## config.mk

```make
export PLATFORM = sky130hd
export DESIGN_NAME = seg_pattern_sequencer
export DESIGN_NICKNAME = d
export VERILOG_FILES = /design/src/rtl/seg_pattern_sequencer.sv
export SDC_FILE = /design/constraint.sdc
export NUM_CORES = 1
export LEC_CHECK = 0
export CORE_MARGIN = 2
export CORE_UTILIZATION = 23
export CTS_BUF_LIST = sky130_fd_sc_hd__clkbuf_2 sky130_fd_sc_hd__clkbuf_4 sky130_fd_sc_hd__clkbuf_8
export DETAILED_ROUTE_END_ITERATION = 7
export MAX_ROUTING_LAYER = met4
export PLACE_DENSITY = 0.5
export SYNTH_ARGS = -nofsm -noshare
export SYNTH_HDL_FRONTEND = slang
export SYNTH_SLANG_ARGS = --single-unit
export TNS_END_PERCENT = 5
```

## constraint.sdc

```tcl
create_clock -name i_clk -period 9.59 [get_ports i_clk]
set_clock_uncertainty 0.2 [all_clocks]
set_input_delay 1.4385 -clock i_clk [delete_from_list [all_inputs] [get_ports i_clk]]
set_output_delay 1.4385 -clock i_clk [all_outputs]
set_load 0.01 [all_outputs]
```

## src/rtl/seg_pattern_sequencer.sv

```systemverilog
// Clocked seven-segment pattern sequencer: hold/forward/reverse/ping-pong stepping with
// programmable dwell. Optional output blanking is compiled in with `define SEQ_BLANK_EN.
module seg_pattern_sequencer #(
  parameter int unsigned SEG_W   = 7,
  parameter int unsigned NUM_PAT = 16,
  parameter int unsigned SEL_W   = 4,
  parameter int unsigned DWELL_W = 8
) (
  input  logic                     i_clk,
  input  logic                     i_rst,
  input  logic [NUM_PAT*SEG_W-1:0] i_patterns,
  input  logic                     i_en,
  input  logic [1:0]               i_mode,
  input  logic [DWELL_W-1:0]       i_dwell,
  input  logic [SEL_W-1:0]         i_last,
  input  logic                     i_load,
  input  logic [SEL_W-1:0]         i_load_idx,
`ifdef SEQ_BLANK_EN
  input  logic                     i_blank,
`endif
  output logic [SEG_W-1:0]         o_seg,
  output logic [SEL_W-1:0]         o_idx,
  output logic                     o_wrap
);

  typedef enum logic [1:0] {
    ModeHold = 2'b00,
    ModeFwd  = 2'b01,
    ModeRev  = 2'b10,
    ModePing = 2'b11
  } mode_e;

  typedef enum logic {
    DirUp   = 1'b0,
    DirDown = 1'b1
  } dir_e;

  localparam logic [SEL_W-1:0] LastMax = SEL_W'(NUM_PAT - 1);

  logic [SEL_W-1:0]   idx_q, idx_d;
  logic [DWELL_W-1:0] cnt_q, cnt_d;
  dir_e               dir_q, dir_d;
  logic               wrap_q, wrap_d;
  logic [SEG_W-1:0]   seg_q, seg_d;

  logic [SEL_W-1:0]   last_eff;
  logic               step;
  mode_e              mode;
  logic [SEG_W-1:0]   pat_arr [NUM_PAT];
  logic [SEG_W-1:0]   sel_pat;

  assign mode = mode_e'(i_mode);

  for (genvar k = 0; k < NUM_PAT; k++) begin : g_unpack
    assign pat_arr[k] = i_patterns[k*SEG_W +: SEG_W];
  end

  assign last_eff = (i_last > LastMax) ? LastMax : i_last;

  // Dwell counter; '>=' makes a lowered i_dwell step on the next enabled cycle.
  always_comb begin
    cnt_d = cnt_q;
    step  = 1'b0;
    if (i_load) begin
      cnt_d = '0;
    end else if (i_en) begin
      if (mode == ModeHold) begin
        cnt_d = '0;
      end else if (cnt_q >= i_dwell) begin
        cnt_d = '0;
        step  = 1'b1;
      end else begin
        cnt_d = cnt_q + 1'b1;
      end
    end
  end

  always_comb begin
    idx_d  = idx_q;
    dir_d  = dir_q;
    wrap_d = 1'b0;
    if (i_load) begin
      idx_d = (i_load_idx > last_eff) ? last_eff : i_load_idx;
      dir_d = DirUp;
    end else if (step) begin
      unique case (mode)
        ModeFwd: begin
          if (idx_q >= last_eff) begin
            idx_d  = '0;
            wrap_d = 1'b1;
          end else begin
            idx_d = idx_q + 1'b1;
          end
        end
        ModeRev: begin
          if (idx_q == '0) begin
            idx_d  = last_eff;
            wrap_d = 1'b1;
          end else if (idx_q > last_eff) begin
            idx_d = last_eff;
          end else begin
            idx_d = idx_q - 1'b1;
          end
        end
        ModePing: begin
          if (dir_q == DirUp) begin
            if (idx_q >= last_eff) begin
              dir_d = DirDown;
              if (last_eff == '0) begin
                idx_d  = '0;
                wrap_d = 1'b1;
              end else begin
                idx_d = last_eff - 1'b1;
              end
            end else begin
              idx_d = idx_q + 1'b1;
            end
          end else begin
            if (idx_q == '0) begin
              dir_d  = DirUp;
              idx_d  = (last_eff == '0) ? '0 : SEL_W'(1);
              wrap_d = 1'b1;
            end else begin
              idx_d = idx_q - 1'b1;
            end
          end
        end
        default: ;
      endcase
    end
  end

  // Select from the next index so o_seg always lines up with o_idx.
  assign sel_pat = pat_arr[idx_d];

  always_comb begin
`ifdef SEQ_BLANK_EN
    seg_d = i_blank ? '0 : sel_pat;
`else
    seg_d = sel_pat;
`endif
  end

  always_ff @(posedge i_clk) begin
    if (i_rst) begin
      idx_q  <= '0;
      cnt_q  <= '0;
      dir_q  <= DirUp;
      wrap_q <= 1'b0;
      seg_q  <= '0;
    end else begin
      idx_q  <= idx_d;
      cnt_q  <= cnt_d;
      dir_q  <= dir_d;
      wrap_q <= wrap_d;
      seg_q  <= seg_d;
    end
  end

  assign o_seg  = seg_q;
  assign o_idx  = idx_q;
  assign o_wrap = wrap_q;

endmodule

```

-- Word level (Yosys, flattened, before mapping)
Cells that the tools add are included.
W data, S select, Z words.
- word-level logic and storage cells: 56
- bits of input ports: 134
- flip-flop bits (word level): 21
- equal/unequal tests: 3
- bitwise gates (word level): 2
- $add $sub $neg: 4
- order comparisons: 6
- mux-type cells: 30
- reduce and logical (&&, ||, !) cells: 6
- operators with widths (kind ; count):
    $mux W4 ; 11
    $bmux W7 S4 ; 1
    $mux W8 ; 2
    $mux W7 ; 2
    $mux W1 ; 12
    $pmux W4 S3 ; 1
    $add A8 B1 Y8 const B ; 1
    $ge A8 B8 Y1 ; 1
    $gt A4 B4 Y1 ; 2
    $logic_not A4 Y1 ; 2
    $sub A4 B1 Y4 const B ; 2
    $ge A5 B5 Y1 const B ; 1
    $not A4 Y5 ; 1
    $add A4 B1 Y4 const B ; 1
    $eq A2 B2 Y1 const B ; 2
    $ge A4 B4 Y1 ; 1
    $gt A4 B4 Y1 const B ; 1
    $pmux W1 S3 ; 1
    $reduce_or A3 Y1 ; 1
    $eq A2 B1 Y1 const B ; 1
    $logic_not A2 Y1 ; 1
    $reduce_and A2 Y1 ; 1
    $reduce_or A2 Y1 ; 1
    $not A1 Y1 ; 1

-- Longest topological paths before layout
- word-level depth: 13
- gate-level depth with buffers: 17
- mapped depth without buffers: 11

-- Least setup slack after synthesis
Ideal clock, no wire load.
- kind: input -> register
- start: input i_last[1]
- end: register seg_q[0], in the netlist o_seg[0]
- library setup time: 0.129 ns
- path slack: 5.399 ns
- arrival: 3.862 ns
- stages: 15
- cells stage by stage: inv_1 > ha_1 > nor2b_1 > o311ai_2 > or2_1 > buf_2 > a21boi_1 > buf_2 > buf_6 > buf_2 > mux2_2 > a21oi_1 > a21oi_1 > o21ai_0 > nand4b_1
- word-level cells in the longest chain between the ends: 13
- elaborated cells between the ends (all ways): 23
- those cells by class: add/sub (1); order compare (4); mux (16); bitwise (1); reduce/logical (1)
- ends and longest elaborated chain (element ; line ; source):
    start: declaration ; 15 ; input logic [SEL_W-1:0] i_last,
    $gt A4 B4 Y1 ; 58 ; assign last_eff = (i_last > LastMax) ? LastMax : i_last;
    $mux W4 (*) ; 58 ;
    $sub A4 B1 Y4 / $logic_not A4 Y1 (equally long branches) ; 113, 109, 121 ;
    $mux W4 / $mux W1 (equally long branches) ; 109, 121 ;
    $mux W4 (on tied branches) ; 107, 119 ;
    $mux W4 ; 106 ; if (dir_q == DirUp) begin
    $pmux W4 S3 ; 86 ; unique case (mode)
    $mux W4 ; 85 ; end else if (step) begin
    $mux W4 (*) ; 82 ; if (i_load) begin
    $not A4 Y5 (not written as such) (*) ; 134 ; assign sel_pat = pat_arr[idx_d];
    $bmux W7 S4 (*) ; 134 ;
    $mux W7 (not written as such) (*) (2 in a row) ; 134 ;
    end signal: assignment ; 156 ; seg_q <= seg_d;
    end: declaration ; 44 ; logic [SEG_W-1:0] seg_q, seg_d;
Mark *: on every way between the ends. The rest lies on a longest branch, timed or not. The select of a mux whose other input is x is not followed.
A chain may end at the register's enable or synchronous reset.

-- Worst setup path in the final report
- start: input i_dwell[5]
- end: register seg_q[6], in the netlist o_seg[6]
- word-level cells in the longest chain between the ends: 11
- ends and longest elaborated chain (element ; line ; source):
    start: declaration ; 14 ; input logic [DWELL_W-1:0] i_dwell,
    $ge A8 B8 Y1 ; 69 ; end else if (cnt_q >= i_dwell) begin
    $mux W1 ; 69 ;
    $mux W1 ; 67 ; if (mode == ModeHold) begin
    $mux W1 ; 66 ; end else if (i_en) begin
    $mux W1 ; 64 ; if (i_load) begin
    $mux W4 ; 85 ;
    $mux W4 ; 82 ;
    $not A4 Y5 (not written as such) ; 134 ;
    $bmux W7 S4 ; 134 ;
    $mux W7 (not written as such) (2 in a row) ; 134 ;
Every way passes these cells. The select of a mux whose other input is x is not followed.

==> results.md <==
* Maxcap violations at 0
* Final wirelength at 18600 µm
* # clock sinks at 21
* Synth-to-layout area growth at 33.2%
* Sum of negative setup slack at 0 ns
* Worst slew pin tran at 0.965 ns
* Register-to-register setup slack at 5.60 ns
* Sequential-to-total area share from yosys stat at 8.73%
* Place WS at 4.15 ns
* Nets at 894
* Worst setup endpoint: o_seg[6]
* Worst slew margin at 35.2%
* Inst Count DP at 1004
* Fmax at 0.191 GHz
* Cell Pwr Density at about 77 nW/µm²
* Data required, critical path at between 9 and 10 ns
* Via count at 5484
* Levels on crit path at 13
* Share of layout cells above drive strength 1 at around 11%
* Async set-reset flop share out of synthesis at 0%
* Worst Path Class, Setup: in -> reg
* Most used DFF post-synth: dfxtp_1
* Setup Buffers After CTS at 0
* Reg2reg end: o_seg[6]
* Largest net degree at the start of global routing at 88
* Vias in the first global route at 5304
* Die area at about 22000 µm²
* Type of origin of the critical path: input pin
* Post-synth EDFFs at 0
* Synth Instances at 646
* Final Hold Viols at 0
* Synth cell types at 64
* Commonest non-fill, non-tap cells in the layout: clkdlybuf4s50_1, mux2i_1, nor3_1
* CP max stage cell: nor3_1
* Avg WL per Cell at 18.5 µm
* CTS resizes at 0
* P_leak at 2.19 nW
* Syn Nets at 801
* Final ANT Viol Nets at 0
* CTS H-Tree Depth at 1
* DRT Pass-1 Iters at 5
* Port buffer count at between 100 and 150
* Die Wd at roughly 150 µm
* Commonest non-fill, non-tap cell in the layout: clkdlybuf4s50_1
* Worst r2r src: cnt_q[0]
* Crit share post-route at 54.5%
* FF-to-FF path depth at 11
* Detailed placer's ending HPWL at approximately 13000 µm
* Crit path DAT at 5.22 ns
* Core Region at roughly 20000 µm²
* Post-CTS Hold Fix Bufs at 0
* Worst Setup End Kind: flop
* Final core utilization at 31.5%
* Min Hold Slack at 0.345 ns
* Diodes inserted at 0
* Boundary Pins at approximately 150
* Starting Density at around a quarter
* HP Class: reg -> reg
* Post-route insts no fill at 1008
* Clk slew on worst S/H paths at roughly 0.080 ns
* Syn_area_per_cell at 7.45 µm²
* Grt ovf at 0
* Row cnt at 52
* WP buf/inv at 3
* Synthesized flop and latch total at 21
* Critical path, cell by cell: clkdlybuf4s50_1, inv_1, ha_1, nand4_1, a21oi_1, a31o_2, buf_4, o21bai_1, a31oi_1, nor2_1, nor3_1, o21ai_0, nand4b_1
* Max-slew violations at 0
* Clock latency on the worst-skew pair at 0.26 ns
* GP Congestion at 0.813
* Final setup margin at 4.37 ns
* Die H at 149 µm
* RSZ-0062 raised after global routing: no
* Yosys warning total at 0
* Initial antenna violation count at 0
* DRT iter0 DRCs at 439
* Status: complete, no violations
* Setup crit start: i_dwell[5]
* Delay of the slowest cell on the worst path at 0.75 ns
* Endpoints failing setup at 0
* CTS tree: done
* Total CTS buffers at 3
* Via/cell ratio at 5.44
* VDD IR max at roughly 0.000062 V
* Clock Path Buffers at 2
* Max FO, Critical Path at slightly above 60
* Largest delay contributor family on the critical path: compound AO/OA/AOI/OAI gates
* First-pass GRT wire length at around 30000 µm
* DRC at 0
* Final Critical Period at 5.22 ns
* Syn Std Cell Area at slightly below 5000 µm²
* Root Driver: clkbuf_8
* Total track usage at between 10% and 20%
power by group:
group | leakage, nW | switching [mW] | internal [mW]
logic | 1.99 | 0.158 | 0.168
registers | 0.172 | 0.0103 | 0.0948
clock network | 0.0262 | 0.0304 | 0.0324
total | 2.19 | 0.199 | 0.296
routing by layer:
metal	part of all wire [%]	track usage, %
met5	0	-
met4	1.3	2.57
met3	5.3	1.75
met2	46	26.6
met1	48	23.3
tightest hold or removal path, cell delays in order, from the launching register on:
cell and delay [ns]:
dfxtp_1 0.33, a21oi_1 0.12, nor2_1 0.05
worst min-delay path by stage:
stage	startpoint	end	slack [ns]	depth (start not counted)
after floorplan	cnt_q[7]	cnt_q[7]	0.28	2
after global placement	cnt_q[7]	cnt_q[7]	0.32	2
after detailed placement	cnt_q[7]	cnt_q[7]	0.33	2
after CTS	cnt_q[7]	cnt_q[7]	0.35	2
after global routing	cnt_q[7]	cnt_q[7]	0.40	2
final	cnt_q[7]	cnt_q[7]	0.35	2
synthesized netlist by cell type, types with 3 or more instances:
| library cell | instances | area, µm² |
|---|---|---|
| nand4b_1 | 6 | 52.6 |
| mux2_1 | 9 | 101 |
| nand2_1 | 25 | 93.8 |
| nand4_1 | 3 | 18.8 |
| buf_6 | 6 | 67.6 |
| buf_1 | 5 | 18.8 |
| a31o_2 | 5 | 43.8 |
| buf_2 | 13 | 65.1 |
| a211oi_1 | 3 | 22.5 |
| a21oi_1 | 33 | 165 |
| inv_1 | 20 | 75.1 |
| a221oi_1 | 36 | 315 |
| mux2i_1 | 61 | 611 |
| a31o_1 | 5 | 43.8 |
| o211ai_1 | 3 | 22.5 |
| ha_1 | 21 | 263 |
| or3_1 | 4 | 25.0 |
| a31oi_1 | 19 | 119 |
| or2_2 | 3 | 18.8 |
| clkbuf_1 | 36 | 135 |
| a311oi_1 | 15 | 131 |
| mux2_2 | 48 | 541 |
| nand3_1 | 39 | 195 |
| and3_1 | 19 | 119 |
| nor2b_1 | 4 | 25.0 |
| nor3b_1 | 8 | 60.1 |
| a22oi_1 | 22 | 165 |
| nor3_1 | 60 | 300 |
| nor2_1 | 32 | 120 |
| or4_1 | 3 | 22.5 |
| buf_4 | 4 | 30.0 |
| o21ai_0 | 18 | 90.1 |
| dfxtp_1 | 21 | 420 |
through the flow:
step	instance area [µm²]	power [mW]
after floorplan	4820	0.307
after global placement	6370	0.434
after detailed placement	6370	0.433
after CTS	6410	0.497
after global routing	6410	0.530
final	6410	0.494
flip-flops by register name (all words and copies together) (netlist names):
name and count:
o_idx 4, cnt_q 8, dir_q 1, o_wrap 1, o_seg 7
area by class of cell:
type	count	area, µm²
clock buffers	4	48.8
fillers	2190	13900
flip-flops and latches	21	424
multi-input cells	541	4030
well taps	270	338
repair buffers	152	1500
inverters	20	75.1
cells by family (layout without fill, tap and decap cells):
| family | count (synthesis) | after routing | share of synthesized area (%) |
|---|---|---|---|
| and+or+nand+nor | 217 | 217 | 23.6 |
| AOI/OAI and AO/OA | 181 | 181 | 27.4 |
| muxes | 118 | 118 | 26.0 |
| buffers and inverters | 84 | 176 | 8.13 |
| adders and majority gates | 21 | 21 | 5.46 |
| DFF | 21 | 21 | 8.73 |
| xor gates and xnor gates | 4 | 4 | 0.728 |
Power figures use the tool's default switching activity.
==> variant, RTL diff (same flow settings) <==
Put one more register stage on the output `o_wrap`, cleared by the reset. The value now appears one clock later. The other outputs are not delayed to match.
--- a/src/rtl/seg_pattern_sequencer.sv
+++ b/src/rtl/seg_pattern_sequencer.sv
@@ -159,7 +159,13 @@
 
   assign o_seg  = seg_q;
   assign o_idx  = idx_q;
-  assign o_wrap = wrap_q;
+  always_ff @(posedge i_clk) begin
+    if (i_rst) begin
+      o_wrap <= '0;
+    end else begin
+      o_wrap <= wrap_q;
+    end
+  end
 
 endmodule
 
Function: changed (a bounded check fails within 4 cycles, from zero or initial values and one cycle with i_rst high).
==> variant against the original RTL <==
Global-route usage shrank 0.39 points. Largest cell class unchanged. Worst setup slack lost 230 ps. Synthesized area shrank 4.9%. Total power grew 4.4%. Final area shrank 4.1%. Sequential cell count grew 1. Largest power group unchanged. Wire length shrank 6.2%. Clock power grew 1%.
==> variant: results (changes against the original RTL) <==
- Met1 routing resource usage after global routing: 0.208 (-0.0251)
- Crit Reg-Reg Startpoint: o_idx[0]$_SDFF_PP0_
- Startpoint of the worst hold path: wrap_q$_SDFF_PP0_
- Outcome: finished clean
- Power density normalized to cell area: 83.9 nW/µm² (+8.9%)
- Average via count per standard cell: 5.40 (-0.76%)
- Synth Area in Adders: 0.0574 (+0.00280)
- Relative max-transition margin: 0.234 (-0.118)
- Iteration count of the initial detailed-routing pass: 6 (+1)
- Final #Nets: 821 (-8.2%)
- Post-synthesis share of cell area spent on xor and xnor gates: 0.00765 (+0.000374)
- Final Cycle Share: 0.569 (+0.0239)
- Top area cells in the synthesized netlist: sky130_fd_sc_hd__mux2i_1, sky130_fd_sc_hd__dfxtp_1, sky130_fd_sc_hd__ha_1
- Leakage power: 2.28 nW (+4.2%)
- Synth Area in Compound Gates: 0.302 (+0.0285)
- Largest net degree at the start of global routing: 67 (-24%)
- Routed wire length: 17500 µm (-6.2%)
- Post-synth cell types: 69 (+7.8%)
- DR iter-0 viols: 282 (-36%)
- Length of routed met3 wiring: 737 µm (-25%)
- Number of filler cells placed in the layout: 2085 (-4.8%)
- RD Place Congestion: 0.868 (+6.7%)
- Cell count after placement: 926 (-7.8%)
- Post-Syn Nets: 715 (-11%)
- GRT Overall Usage: 0.163 (-0.00389)
- Critical Path End: o_seg[4]$_SDFF_PP0_
- Routed length on met1: 7760 µm (-13%)
variant: cell count changes after synthesis, moves of 28 or more:
cell / unedited run / this run
sky130_fd_sc_hd__nor3_1: 60 / 5
sky130_fd_sc_hd__a221oi_1: 36 / 2
sky130_fd_sc_hd__nand3_1: 39 / 8
sky130_fd_sc_hd__mux2i_1: 61 / 135
sky130_fd_sc_hd__o22ai_1: 1 / 29
sky130_fd_sc_hd__mux2_2: 48 / 5
variant: logic make-up after synthesis:
group / count (synthesis)
AOI/OAI and AO/OA: 178
xor gates and xnor gates: 4
adders and majority gates: 21
buffers and inverters: 67
DFF: 22
muxes: 145
and+or+nand+nor: 123
variant: area by class of cell:
| type | count | area, µm² | share of cell area |
|---|---|---|---|
| Sequential cell | 22 | 444 | 0.0722 |
| Tap cell | 265 | 332 | 0.0539 |
| Clock buffer | 4 | 48.8 | 0.00793 |
| Multi-Input combinational cell | 471 | 3780 | 0.614 |
| Inverter | 19 | 71.3 | 0.0116 |
| Timing Repair Buffer | 149 | 1480 | 0.240 |
